--- src/rtl/pipe_pkg.sv ---
// Shared definitions for the fetch/decode pipeline stages: the NOP encoding,
// the stage state encoding and the width of the {pc, instr} bundle.
package pipe_pkg;

    localparam int unsigned XLEN_DEFAULT = 32;
    localparam int unsigned INSTR_W = 32;

    // addi x0, x0, 0
    localparam logic [31:0] NOP_INSTR_DEFAULT = 32'h0000_0013;

    typedef enum logic [1:0] {
        StEmpty = 2'd0,
        StFull  = 2'd1,
        StSkid  = 2'd2
    } stage_state_e;

    function automatic int unsigned entry_width(int unsigned xlen);
        return xlen + INSTR_W;
    endfunction

endpackage

--- src/rtl/pipe_entry_reg.sv ---
// Load-enabled {pc, instr} entry register with asynchronous active-high reset
// and a parameterised reset value.
module pipe_entry_reg #(
    parameter int unsigned       Width    = 64,
    parameter logic [Width-1:0]  ResetVal = '0
) (
    input  logic             clk_i,
    input  logic             rst_i,
    input  logic             load_i,
    input  logic [Width-1:0] d_i,
    output logic [Width-1:0] q_o
);

    logic [Width-1:0] data_q;

    always_ff @(posedge clk_i or posedge rst_i) begin
        if (rst_i) begin
            data_q <= ResetVal;
        end else if (load_i) begin
            data_q <= d_i;
        end
    end

    assign q_o = data_q;

endmodule

--- src/rtl/if_id_skid_stage.sv ---
// Fetch-to-decode stage: valid/ready handshake with a 2-entry skid buffer and
// registered in_ready. Optional stall counter enabled by IF_ID_STALL_COUNT_EN.
module if_id_skid_stage
    import pipe_pkg::*;
#(
    parameter int unsigned XLEN      = XLEN_DEFAULT,
    parameter logic [31:0] NOP_INSTR = NOP_INSTR_DEFAULT
) (
    input  logic            clk,
    input  logic            rst,
    input  logic            flush,
    input  logic            in_valid,
    output logic            in_ready,
    input  logic [XLEN-1:0] in_pc,
    input  logic [31:0]     in_instr,
    output logic            out_valid,
    input  logic            out_ready,
    output logic [XLEN-1:0] out_pc,
    output logic [31:0]     out_instr
`ifdef IF_ID_STALL_COUNT_EN
    ,
    output logic [15:0]     stall_count
`endif
);

    localparam int unsigned EntryW = entry_width(XLEN);
    localparam logic [EntryW-1:0] MainResetVal = {{XLEN{1'b0}}, NOP_INSTR};

    stage_state_e state_q, state_d;
    logic         in_ready_q;
    logic         in_fire, out_fire;
    logic         main_load, skid_load;
    logic [EntryW-1:0] in_entry, main_d, main_q, skid_q;

    assign in_entry  = {in_pc, in_instr};
    assign in_fire   = in_valid & in_ready_q;
    assign out_fire  = out_valid & out_ready;
    assign out_valid = (state_q != StEmpty);
    assign in_ready  = in_ready_q;
    assign out_pc    = main_q[EntryW-1 -: XLEN];
    assign out_instr = main_q[INSTR_W-1:0];

    always_comb begin
        state_d   = state_q;
        main_load = 1'b0;
        skid_load = 1'b0;
        main_d    = in_entry;
        if (flush) begin
            // Keep the PC for debug visibility, but never leave a real instruction behind.
            state_d   = StEmpty;
            main_load = 1'b1;
            main_d    = {out_pc, NOP_INSTR};
        end else begin
            case (state_q)
                StEmpty: begin
                    if (in_fire) begin
                        main_load = 1'b1;
                        state_d   = StFull;
                    end
                end
                StFull: begin
                    if (in_fire && out_fire) begin
                        main_load = 1'b1;
                    end else if (in_fire) begin
                        skid_load = 1'b1;
                        state_d   = StSkid;
                    end else if (out_fire) begin
                        state_d   = StEmpty;
                    end
                end
                StSkid: begin
                    if (out_fire) begin
                        main_load = 1'b1;
                        main_d    = skid_q;
                        state_d   = StFull;
                    end
                end
                default: state_d = StEmpty;
            endcase
        end
    end

    // in_ready is a flop of the next state, so there is no path from out_ready.
    always_ff @(posedge clk or posedge rst) begin
        if (rst) begin
            state_q    <= StEmpty;
            in_ready_q <= 1'b1;
        end else begin
            state_q    <= state_d;
            in_ready_q <= (state_d != StSkid);
        end
    end

    pipe_entry_reg #(
        .Width    (EntryW),
        .ResetVal (MainResetVal)
    ) u_main (
        .clk_i  (clk),
        .rst_i  (rst),
        .load_i (main_load),
        .d_i    (main_d),
        .q_o    (main_q)
    );

    pipe_entry_reg #(
        .Width    (EntryW),
        .ResetVal ('0)
    ) u_skid (
        .clk_i  (clk),
        .rst_i  (rst),
        .load_i (skid_load),
        .d_i    (in_entry),
        .q_o    (skid_q)
    );

`ifdef IF_ID_STALL_COUNT_EN
    logic [15:0] stall_q;

    always_ff @(posedge clk or posedge rst) begin
        if (rst) begin
            stall_q <= '0;
        end else if (out_valid && !out_ready && (stall_q != 16'hFFFF)) begin
            stall_q <= stall_q + 16'd1;
        end
    end

    assign stall_count = stall_q;
`endif

endmodule
--- config.mk ---
export PLATFORM = sky130hd
export DESIGN_NAME = if_id_skid_stage
export DESIGN_NICKNAME = d
export VERILOG_FILES = /design/src/rtl/pipe_pkg.sv /design/src/rtl/pipe_entry_reg.sv /design/src/rtl/if_id_skid_stage.sv
export SDC_FILE = /design/constraint.sdc
export NUM_CORES = 1
export LEC_CHECK = 0
export ABC_CLOCK_PERIOD_IN_PS = 4000
export CAP_MARGIN = 5
export CORE_ASPECT_RATIO = 0.7
export CORE_MARGIN = 4
export CORE_UTILIZATION = 40
export DETAILED_ROUTE_END_ITERATION = 6
export PLACE_DENSITY = 0.78
export SETUP_SLACK_MARGIN = 0.5
export SLEW_MARGIN = 30
export SYNTH_ARGS = -nofsm -noshare
export SYNTH_HDL_FRONTEND = slang
export SYNTH_SLANG_ARGS = --single-unit
--- constraint.sdc ---
create_clock -name clk -period 4 [get_ports clk]
set_input_delay 0.6 -clock clk [delete_from_list [all_inputs] [get_ports clk]]
set_output_delay 0.6 -clock clk [all_outputs]
set_load 0.02 [all_outputs]
# After elaboration in Yosys (flattened, before gate mapping)
# Cells that the tools add are included.
[totals]
register_bits = 131
inputBits = 69
out_inout_bits = 66
wordCells = 33
[op_classes]
eq_ne = 3
mux = 18
bitwise_logic = 3
n_reduce_logical = 4
[op_table]
columns = ["operator", "count"]
rows = [
  ["$mux W64", 2],
  ["$mux W32", 1],
  ["$mux W2", 6],
  ["$mux W1", 7],
  ["$pmux W2 S3", 1],
  ["$pmux W1 S3", 1],
  ["$and A1 B1 Y1", 2],
  ["$eq A2 B1 Y1 const B", 1],
  ["$eq A2 B2 Y1 const B", 1],
  ["$logic_not A2 Y1", 1],
  ["$ne A2 B2 Y1 const B", 1],
  ["$reduce_and A2 Y1", 1],
  ["$reduce_bool A2 Y1", 1],
  ["$logic_and A1 B1 Y1", 1],
  ["$not A1 Y1", 1],
]

# Logic depth before layout (Yosys ltp)
# Gate-level depths: netlist of run 1.
[logic_depth]
ltp_word = 8
depth_mapped = 7
depth_no_buf = 4

# Modules after synthesis
# Synthesis of run 1 repeated with hierarchy kept, for this count alone.
[hier_totals]
hier_cells = 540
hier_area_um2 = 6944.2
[by_module_without_submodules]
columns = ["module", "n_inst", "cells_each", "area_each_um2", "seq_area_each_um2"]
rows = [
  ["pipe_entry_reg at u_main", 1, 136, 2686.3, 1605.3],
  ["pipe_entry_reg at u_skid", 1, 136, 2682.6, 1601.5],
  ["if_id_skid_stage", 1, 268, 1575.3, 76.3],
]

# Worst setup path before layout of run 1
# Ideal clock, no wire load.
[synth_path]
path_type = "input-to-reg"
startpoint = "input flush"
endpoint = "register u_skid.data_q[24], in the netlist u_skid.q_o[24]"
setup_ps = 125
t_arrival_ps = 1635
required_time_ps = 3875
path_slack_ps = 2241
cell_stages = 5
n_path_buf = 2
path_cell_list = "clkbuf_1 nor2_1 nand3_2 buf_2 mux2_2"
[synth_via]
elab_chain_len = 1
[synth_rtl]
columns = ["element", "line", "text"]
rows = [
  ["start: declaration", "if_id_skid_stage.sv:11", "input logic flush,"],
  ["$mux W1", "if_id_skid_stage.sv:48", "if (flush) begin"],
  ["end signal: assignment", "pipe_entry_reg.sv:18", "data_q <= ResetVal;"],
  ["end signal: assignment", "pipe_entry_reg.sv:20", "data_q <= d_i;"],
  ["end: declaration", "pipe_entry_reg.sv:14", "logic [Width-1:0] data_q;"],
]
# No other way between the ends.
# A chain may end at the register's enable or synchronous reset.

# Final worst setup path of run 1
[layout_path]
startpoint = "input out_ready"
endpoint = "register u_main.data_q[47], in the netlist u_main.q_o[47]"
[layout_via]
elab_chain_len = 6
word_cells_on_any_way = 9
cone_classes = "6 x mux; 1 x bitwise; 2 x reduce/logical"
[layout_rtl]
columns = ["element", "line", "text"]
rows = [
  ["start: declaration", "if_id_skid_stage.sv:17", "input logic out_ready,"],
  ["$and A1 B1 Y1 *", "if_id_skid_stage.sv:37", "assign out_fire = out_valid & out_ready;"],
  ["$logic_and A1 B1 Y1", "if_id_skid_stage.sv:62", "if (in_fire && out_fire) begin"],
  ["$mux W1", "if_id_skid_stage.sv:62", ""],
  ["$pmux W1 S3", "if_id_skid_stage.sv:54", "case (state_q)"],
  ["$mux W1", "if_id_skid_stage.sv:48", ""],
  ["$reduce_and A2 Y1 (no source line)", "n/a", ""],
  ["end signal: assignment", "pipe_entry_reg.sv:18", ""],
  ["end signal: assignment", "pipe_entry_reg.sv:20", ""],
  ["end: declaration", "pipe_entry_reg.sv:14", ""],
]
# Every way passes the cells marked *; elsewhere a longest branch is shown, timed or not.

==> metrics.md, run 1 <==
| Metric | Value |
|---|---|
| Most area-hungry cell type in the Yosys netlist | dfrtp_1 |
| Vias per inst | 5.00 |
| Setup TNS | 0 ns |
| Mapped Area | 5500 µm² |
| Commonest cells post-synth | 127 x dfrtp_1, 99 x nand2_1, 60 x mux2_2 |
| Initial antenna violation count | 0 |
| Top cells by area, synth | dfrtp_1 58%, mux2_2 12%, nand2_1 6.8%, mux2i_1 5.3%, a31oi_1 3.8% |
| Layout Skew | roughly 0.01 ns |
| Fin. Hold Viols | 0 |
| DRT iter0 DRCs | 152 |
| Share of layout cells above drive strength 1 | 0.177 |
| Syn Area/Cell | between 10 and 15 µm² |
| GRT Total Usage | 0.170 |
| Drt first pass iters | 4 |
| Drt drc | 0 |
| Synth-to-layout area growth | 39.2% |
| ANT cells | 0 |
| Startpoint types | input pin |
| WL final | 12.9 mm |
| Final Max Slew Viols | 0 |
| Antenna viol nets, final | 0 |
| Net switching power | roughly 1.1 mW |
| Post-CTS Resized | 0 |
| Critical path data arrival time | roughly 2.7 ns |
| Distinct cells, synth | 33 |
| Design area | 7650 µm² |
| Post-synthesis sequential area ratio | 0.597 |
| GPL Wtd Cong | approximately 0.77 |
| WL per Instance | around 16 µm |
| Top FF cell, synth | dfrtp_1 |
| Final Core Density | 0.575 |
| Crit path cell chain | clkdlybuf4s50_1 > nand4b_1 > a31oi_4 > buf_4 > nor2_1 > a31oi_1 |
| Core Area | 13300 µm² |
| Count leader, synth | dfrtp_1 |
| TritonCTS buffer count | 17 |
| Number of global-route vias before repair | 4320 |
| Total I/O pin count | 135 |
| Worst-Margin Slew | 0.716 ns |
| Setup repair bufs after CTS | 0 |
| Asr flop ratio synth | 1.00 |
| Comb pwr share | 0.188 |
| Max Cap Violations | 0 |
| Clock Sink Count | 131 |
| Non-Filler Instances | 802 |
| VDD IR max | 0.276 mV |
| Max Clock Freq | 418 MHz |
| Die Y | 106 µm |
| Final Worst Setup Slack | 1.61 ns |
| Global-route wire length before repair | 21.7 mm |
| Total number of vias | 4006 |
| Critical Path Max Stage Delay | 0.66 ns |
| Hold Buf Count CTS | 0 |
| DIE WIDTH | approximately 150 µm |
| Yosys reg bits | around 130 |
| Post-Synthesis Cells | between 400 and 500 |
| Dpl ws | 1.02 ns |
| Number of buffers on the longest clock path | 2 |
| CP Capture Type | flop |
| Worst skew pair latency | roughly 0.4 ns |
| Worst Path Required | around 4.3 ns |
| Pint | 3.13 mW |
| Fin nets | 673 |
| Status | completed |
| Clock Pin Slew Worst Setup and Hold Paths | roughly 0.06 ns |
| CTS tree | built |
| RSZ-0062 raised after global routing | no |
| Die area | 15700 µm² |
| Fin crit period | 2.39 ns |
| Post-DP Area | 6990 µm² |
| Worst path slowest cell | a31oi_4 |
| Crit share post-route | 0.598 |
| Normalized max-slew margin | 0.523 |
| Input/output buffers | 134 |
| Final HPWL DP | 8.55 mm |
| Largest net degree at the start of global routing | between 100 and 150 |
| Synth warn | 0 |
| Starting Density | 0.413 |
| Reg power frac | 0.422 |
| H-tree depth | 4 |
| Worst Path Max Fanout | 25 |
| Fill cells | roughly 1100 |
| Root Driver | clkbuf_16 |
| Post-synth EDFFs | 0 |
| DP Cell Count | 769 |
| Post-synth top area share | 0.578 |
| Setup Viol. Count Final | 0 |
| Static leakage | 3.19 nW |
| Clock share of power | 0.391 |
| Switching Share | 0.258 |
| Row cnt | 35 |
| Type of the worst setup path | input pin to flop |
| Syn nets | 544 |
| Worst hold path type | flop to flop |
| Pwr dens | between 500 and 600 nW/µm² |
| Grt total ovfl | 0 |
## cell families (layout without fill, tap and decap cells)
| family | count (synthesis) | after routing | synth area share |
|---|---|---|---|
| buf+inv | 34 | 176 | 0.0321 |
| mux | 93 | 93 | 0.184 |
| compound gates | 72 | 72 | 0.0783 |
| flops | 131 | 131 | 0.597 |
| simple gates | 145 | 145 | 0.108 |
## worst max-delay path: cells and delay by family
kind,cells,cell delay [ns]
simple gates,2,0.33
buf+inv,2,0.94
compound gates,2,0.83
## registers in the layout, indices dropped and copies added (netlist names)
name and flops:
u_main.q_o 64, in_ready 1, state_q 2, u_skid.q_o 64
## per-layer routing
layer,track usage,share of wire
met2,0.278,0.48
met4,0.0363,0.0057
met1,0.224,0.45
met5,0,0
met3,0.0545,0.063
## final timing paths
path,cells past startpoint,end,slack [ns],start
worst min-delay path,2,u_main.q_o[4],0.48,u_main.q_o[4]
worst min register to register,2,u_main.q_o[4],0.48,u_main.q_o[4]
max in group asynchronous,3,state_q[0],2.71,rst
min in group asynchronous,3,u_main.q_o[29],0.73,rst
worst max-delay path,6,u_main.q_o[47],1.61,out_ready
worst max register to register,5,u_main.q_o[47],1.84,state_q[0]
## per-stage QoR
step	power [mW]	hold slack (ns)
after CTS	4.26	0.483
after global placement	2.54	0.447
final	4.22	0.477
after global routing	4.41	0.494
after detailed placement	2.60	0.470
after floorplan	2.22	0.464
## cell usage in the layout, fill, tap and decap left out, types with 6 or more instances in the layout
| cell | n |
|---|---|
| a31oi_1 | 33 |
| clkbuf_16 | 17 |
| clkdlybuf4s50_1 | 134 |
| clkinvlp_4 | 6 |
| dfrtp_1 | 127 |
| mux2_2 | 60 |
| mux2i_1 | 29 |
| nand2_1 | 99 |
| nor2_1 | 35 |
| o21ai_0 | 17 |
| o21ai_1 | 14 |
## cell type report
| type | count | area [µm²] | share of cell area |
|---|---|---|---|
| Clock buffer | 19 | 453 | 0.0592 |
| Clock inverter | 13 | 181 | 0.0237 |
| Inverter | 3 | 15.0 | 0.00196 |
| Multi-Input combinational cell | 310 | 2050 | 0.268 |
| Sequential cell | 131 | 3280 | 0.429 |
| Tap cell | 185 | 231 | 0.0303 |
| Timing Repair Buffer | 141 | 1430 | 0.187 |
## power groups by stage
stage | registers, mW | logic [mW] | clock network, mW
floorplan | 1.87 | 0.344 | 0
global placement | 1.78 | 0.769 | 0
detailed placement | 1.80 | 0.799 | 0
CTS | 1.78 | 0.803 | 1.68
global route | 1.81 | 0.856 | 1.74
finish | 1.78 | 0.791 | 1.65
Note: power is estimated with default switching activity, not from simulation.
==> run 2, diff against run 1 <==
- ABC_CLOCK_PERIOD_IN_PS: 4000 -> 2400
- PLACE_DENSITY: 0.78 -> 0.75
- clock period: 4 -> 2.4 ns (I/O delays scaled with it)
==> run 2 against run 1 <==
  * Worst setup slack worse by 0.97 ns
  * Critical path type is now flop to primary output
  * Register-to-register slack lost 1.2 ns
  * Critical path depth fell by 5
  * Clock-buffer cell count down 1
  * Largest power group unchanged
==> metrics.md, run 2 (synthesis gave the netlist of run 1 again) <==
| Metric | Value |
|---|---|
| Die Y | 106 µm |
| Max Clock Freq | 566 MHz |
| TritonCTS buffer count | 17 |
| Vias per inst | between 5 and 6 |
| Fin nets | 676 |
| Non-Filler Instances | 804 |
| Fin crit period | ~1.8 ns |
| Initial antenna violation count | 0 |
| Critical Path Max Stage Delay | 0.62 ns |
| Crit. Startpoint | u_main.q_o[6] |
| Starting Density | 0.413 |
| Number of buffers on the longest clock path | 2 |
| CP top delay family | buffers and inverters |
| Dpl ws | 0.277 ns |
| WL final | roughly 13 mm |
| Total I/O pin count | around 140 |
| Most frequent cells in the layout | 129 x clkdlybuf4s50_1, 126 x dfrtp_1, 99 x nand2_1 |
| Final Worst Setup Slack | 0.633 ns |
| Antenna viol nets, final | 0 |
| Crit share post-route | 0.736 |
| Share of layout cells above drive strength 1 | 0.183 |
| Number of global-route vias before repair | 4302 |
| Clock Pin Slew Worst Setup and Hold Paths | approximately 0.060 ns |
| FF-to-FF path depth | 5 |
| Largest net degree at the start of global routing | 66 |
| VDD IR max | 0.493 mV |
| Setup Viol. Count Final | 0 |
| CP Capture Type | primary output |
| Grt total ovfl | 0 |
| ANT cells | 0 |
| Drt drc | 0 |
| R2R Setup Slk | 0.66 ns |
| Row cnt | 35 |
| Worst-Margin Slew | 0.644 ns |
| Final HPWL DP | ~8.9 mm |
| Critical path data arrival time | 1.41 ns |
| Root Driver | clkbuf_16 |
| GRT Total Usage | 0.174 |
| Input/output buffers | 134 |
| Worst r2r dst | u_skid.q_o[8] |
| Crit path cell chain | clkdlybuf4s50_1 |
| Worst Path Required | around 2.0 ns |
| Total number of vias | 4081 |
| Total power | 7.00 mW |
| CTS tree | built |
| RSZ-0062 raised after global routing | no |
| Fin. Hold Viols | 0 |
| Core Area | 13300 µm² |
| GPL Wtd Cong | 0.774 |
| Reg-to-Reg Start | in_ready |
| Pwr dens | around 900 nW/µm² |
| DRT iter0 DRCs | 192 |
| Setup repair bufs after CTS | 0 |
| WL per Instance | roughly 16 µm |
| Static leakage | between 3 and 4 nW |
| Max Cap Violations | 0 |
| Worst Path Max Fanout | 2 |
| Global-route wire length before repair | 21.7 mm |
| H-tree depth | 4 |
| Clock Sink Count | 131 |
| Setup TNS | 0 ns |
| Worst skew pair latency | about 0.41 ns |
| Layout Skew | 0.00846 ns |
| Commonest non-fill, non-tap cell in the layout | clkdlybuf4s50_1 |
| Synth-to-layout area growth | 39.4% |
| Die area | 15700 µm² |
| Normalized max-slew margin | 0.571 |
| Final Max Slew Viols | 0 |
| Hold Buf Count CTS | 0 |
| DP Cell Count | 773 |
| DIE WIDTH | 148 µm |
| Final Core Density | 0.576 |
| Drt first pass iters | 4 |
| Type of the worst setup path | flop to primary output |
| Startpoint types | flop |
| Worst path slowest cell | clkdlybuf4s50_1 |
| Status | completed |
| Worst hold path type | input pin to async pin |
| WP buf/inv | 1 |
## run 2: cell count changes in the layout (fill, tap and decap cells not counted), sizes merged
cell           before  now
dlygate4sd2         0    4
buf                 7   10
clkinvlp            6    5
clkdlybuf4s50     134  129
inv                 3    4
## run 2: worst max path at each step
stage / depth (start not counted) / slack, ns / to
after floorplan: 1 / 0.42 / state_q[0]
after global placement: 4 / 0.34 / u_main.q_o[16]
after detailed placement: 5 / 0.28 / u_skid.q_o[16]
after CTS: 2 / 0.46 / out_valid
after global routing: 5 / 0.55 / u_skid.q_o[4]
final: 1 / 0.63 / out_instr[6]
## run 2: through the flow
stage	area, µm²	hold WS [ns]
3_3_place_gp	7050	0.447
5_1_grt	7660	0.404
4_1_cts	7660	0.358
3_5_place_dp	7050	0.457
6_report	7660	0.358
2_1_floorplan	5500	0.464
## run 2: power breakdown
group | internal, mW | switching, mW
Clock | 1.76 | 0.954
Sequential | 2.70 | 0.266
Combinational | 0.718 | 0.603
Total | 5.18 | 1.82
## run 2: timing repair
| item | 4_1_cts | 5_1_grt |
|---|---|---|
| endpoints found under the hold margin | 0 | 0 |
| cloned | 0 | 0 |
| setup endpoints to repair | 5 | 1 |
| gates resized for setup | 5 | 3 |
## run 2: layout make-up
type	count	area [µm²]
Clock inverter	13	183
Timing Repair Buffer	144	1460
Fill cell	1104	5650
Clock buffer	18	439
Sequential cell	131	3280
Inverter	3	15.0
Tap cell	185	231
Multi-Input combinational cell	310	2050
## run 2: worst register-to-register path, cell delays in order, from the launching register on
cell,delay (ns)
dfstp_2,0.56
nand2_1,0.08
nor2_1,0.24
nand3_4,0.11
buf_4,0.30
mux2_2,0.34
## run 2: metal layers
layer | vias to the layer above | GRT usage | wire length (µm)
met2 | 127 | 0.283 | 6250
met5 | - | 0 | 0
li1 | 1896 | - | -
met4 | 0 | 0.0409 | 90
met3 | 11 | 0.0597 | 954
met1 | 2047 | 0.225 | 5970
==> run 3, diff against run 2 <==
- ABC_CLOCK_PERIOD_IN_PS: 2400 -> 1700
- clock period: 2.4 -> 1.7 ns (I/O delays scaled with it)
==> run 3 against run 2 <==
  * The flow now finishes with violations (setup timing)
  * Non-clock buffer count grew 80
  * Global-route usage grew 0.80 points
  * Power grew 50%
  * First-iteration DRC count grew 8.3%
  * Worst setup slack lost 0.70 ns
  * Critical endpoint is now u_main.q_o[39]
  * Combinational power grew 90%
  * Critical path type is now flop to flop
  * Final area grew 16%
  * Sequential power grew 43%
  * Clock power grew 37%
  * Wire length grew 16%
  * Hold slack lost 0.16 ns
  * Core utilization grew 9.4 points
==> metrics.md, run 3 (synthesis gave the netlist of run 1 again) <==
| Metric | Value |
|---|---|
| H-tree depth | 4 |
| Grt total ovfl | 0 |
| Row cnt | 35 |
| Status | finished with violations |
| Fin. Hold Viols | 0 |
| Final Max Slew Viols | 0 |
| Critical path data arrival time | just over 2 ns |
| Die area | about 16000 µm² |
| Dpl ws | -0.165 ns |
| Normalized max-slew margin | 0.724 |
| Fin crit period | around 1.8 ns |
| Initial antenna violation count | 0 |
| Design area | 8910 µm² |
| Worst Path Required | ~2 ns |
| Final HPWL DP | 8.92 mm |
| Number of buffers on the longest clock path | 2 |
| Starting Density | 0.413 |
| Total I/O pin count | 135 |
| Comb pwr share | 0.240 |
| Synth-to-layout area growth | 62.1% |
| ANT cells | 0 |
| Net switching power | 2.78 mW |
| Final hold slack | 0.197 ns |
| Final Worst Setup Slack | -0.0641 ns |
| Total number of vias | 4441 |
| Clock Pin Slew Worst Setup and Hold Paths | 0.06 ns |
| TritonCTS buffer count | 17 |
| Type of the worst setup path | flop to flop |
| Fin nets | 756 |
| RSZ-0062 raised after global routing | yes |
| Hold Buf Count CTS | 0 |
| Post-DP Area | about 7300 µm² |
| Antenna viol nets, final | 0 |
| Global-route wire length before repair | 22.9 mm |
| Input/output buffers | 134 |
| Switching Share | 0.265 |
| Worst r2r dst | u_main.q_o[39] |
| Number of global-route vias before repair | approximately 4600 |
| Clock share of power | 0.355 |
| GRT Total Usage | 0.182 |
| CP Capture Type | flop |
| Vias per inst | 5.02 |
| Failing checks | setup timing |
| Pwr dens | roughly 1200 nW/µm² |
| Reg power frac | 0.406 |
| Root Driver | clkbuf_16 |
| GPL Wtd Cong | slightly below 0.8 |
| Worst skew pair latency | 0.41 ns |
| Total power | 10.5 mW |
| Most frequent cells in the layout | 126 x dfrtp_1, 97 x nand2_1, 74 x buf_6 |
| Static leakage | 3.91 nW |
| Worst Path Max Fanout | 6 |
| Startpoint types | flop |
| DIE WIDTH | approximately 150 µm |
| Max Cap Violations | 0 |
| Reg-to-Reg Start | state_q[0] |
| VDD IR max | 0.931 mV |
| WL final | approximately 15 mm |
| Setup Viol. Count Final | 5 |
| R2R Setup Slk | -0.06 ns |
| Core Area | 13300 µm² |
| FF-to-FF path depth | 7 |
| Drt first pass iters | 4 |
| Worst-Margin Slew | 0.413 ns |
| Max Clock Freq | 567 MHz |
| DRT iter0 DRCs | 208 |
| Final Core Density | 0.669 |
| CTS tree | built |
| WL per Instance | 17.5 µm |
| Die Y | 106 µm |
| Crit share post-route | 1.04 |
| Worst hold path type | input pin to async pin |
| Pint | 7.69 mW |
| Clock Sink Count | approximately 130 |
| Fill cells | 993 |
| Share of layout cells above drive strength 1 | 0.412 |
| Drt drc | 0 |
| Largest net degree at the start of global routing | 42 |
| Layout Skew | 0.0127 ns |
| Commonest non-fill, non-tap cell in the layout | dfrtp_1 |
[run 3: changes by cell type in the layout (fill, tap and decap cells not counted), sizes merged]
cell           before  now
buf                10  151
bufinv              4    3
clkbuf             19   27
clkdlybuf4s50     129   68
clkinv              3    4
clkinvlp            5    3
dlygate4sd2         4    0
inv                 4    2
[run 3: metal layers]
metal / vias up / share of wire / GRT usage
met1: 2221 / 0.44 / 0.235
met4: 0 / 0.0099 / 0.0521
met3: 18 / 0.062 / 0.0537
li1: 2066 / - / -
met5: - / 0 / 0
met2: 136 / 0.49 / 0.298
[run 3: worst max-delay path by stage]
stage                           to  slack (ns)  depth (start not counted)  startpoint
floorplan               state_q[0]       -0.17                          1         rst
global placement    u_main.q_o[53]       -0.10                          6   out_ready
detailed placement  u_main.q_o[58]       -0.17                          6    in_valid
CTS                  u_main.q_o[9]        0.07                          7  state_q[0]
global route        u_main.q_o[39]       -0.11                          6    in_ready
finish              u_main.q_o[39]       -0.06                          7  state_q[0]
[run 3: stage by stage]
step / setup TNS (ns) / instances
after floorplan: -22.22 / 475
after global placement: -5.53 / 787
after detailed placement: -8.44 / 787
after CTS: 0 / 857
after global routing: -1.81 / 884
final: -0.0937 / 884
[run 3: repair_timing]
item | in CTS | in global routing
pin swaps | 2 | 4
cloned | 2 | 6
gates resized for setup | 400 | 43
buffers inserted | 37 | 21
endpoints found under the setup margin | 197 | 197
[run 3: critical path, cell delays in order (launching register included)]
cell	delay, ns
dfrtp_1	0.41
buf_6	0.14
nand3b_1	0.24
a31oi_4	0.30
buf_6	0.18
clkbuf_16	0.16
nor2_1	0.04
a31oi_1	0.19
[run 3: cell type report]
type	instances	area [µm²]	share of cell area
sequential	131	3280	0.369
timing repair buffer	224	2440	0.274
multi-input combinational	310	2330	0.262
clock buffer	22	474	0.0532
tap	185	231	0.0260
clock inverter	9	129	0.0145
inverter	3	15.0	0.00168
[run 3: power groups by stage]
stage,logic [mW],registers (mW),clock network (mW)
2_1_floorplan,0.873,4.41,0
3_3_place_gp,1.91,4.18,0
3_5_place_dp,1.97,4.22,0
4_1_cts,2.21,4.21,3.78
5_1_grt,2.68,4.32,3.92
6_report,2.51,4.25,3.71
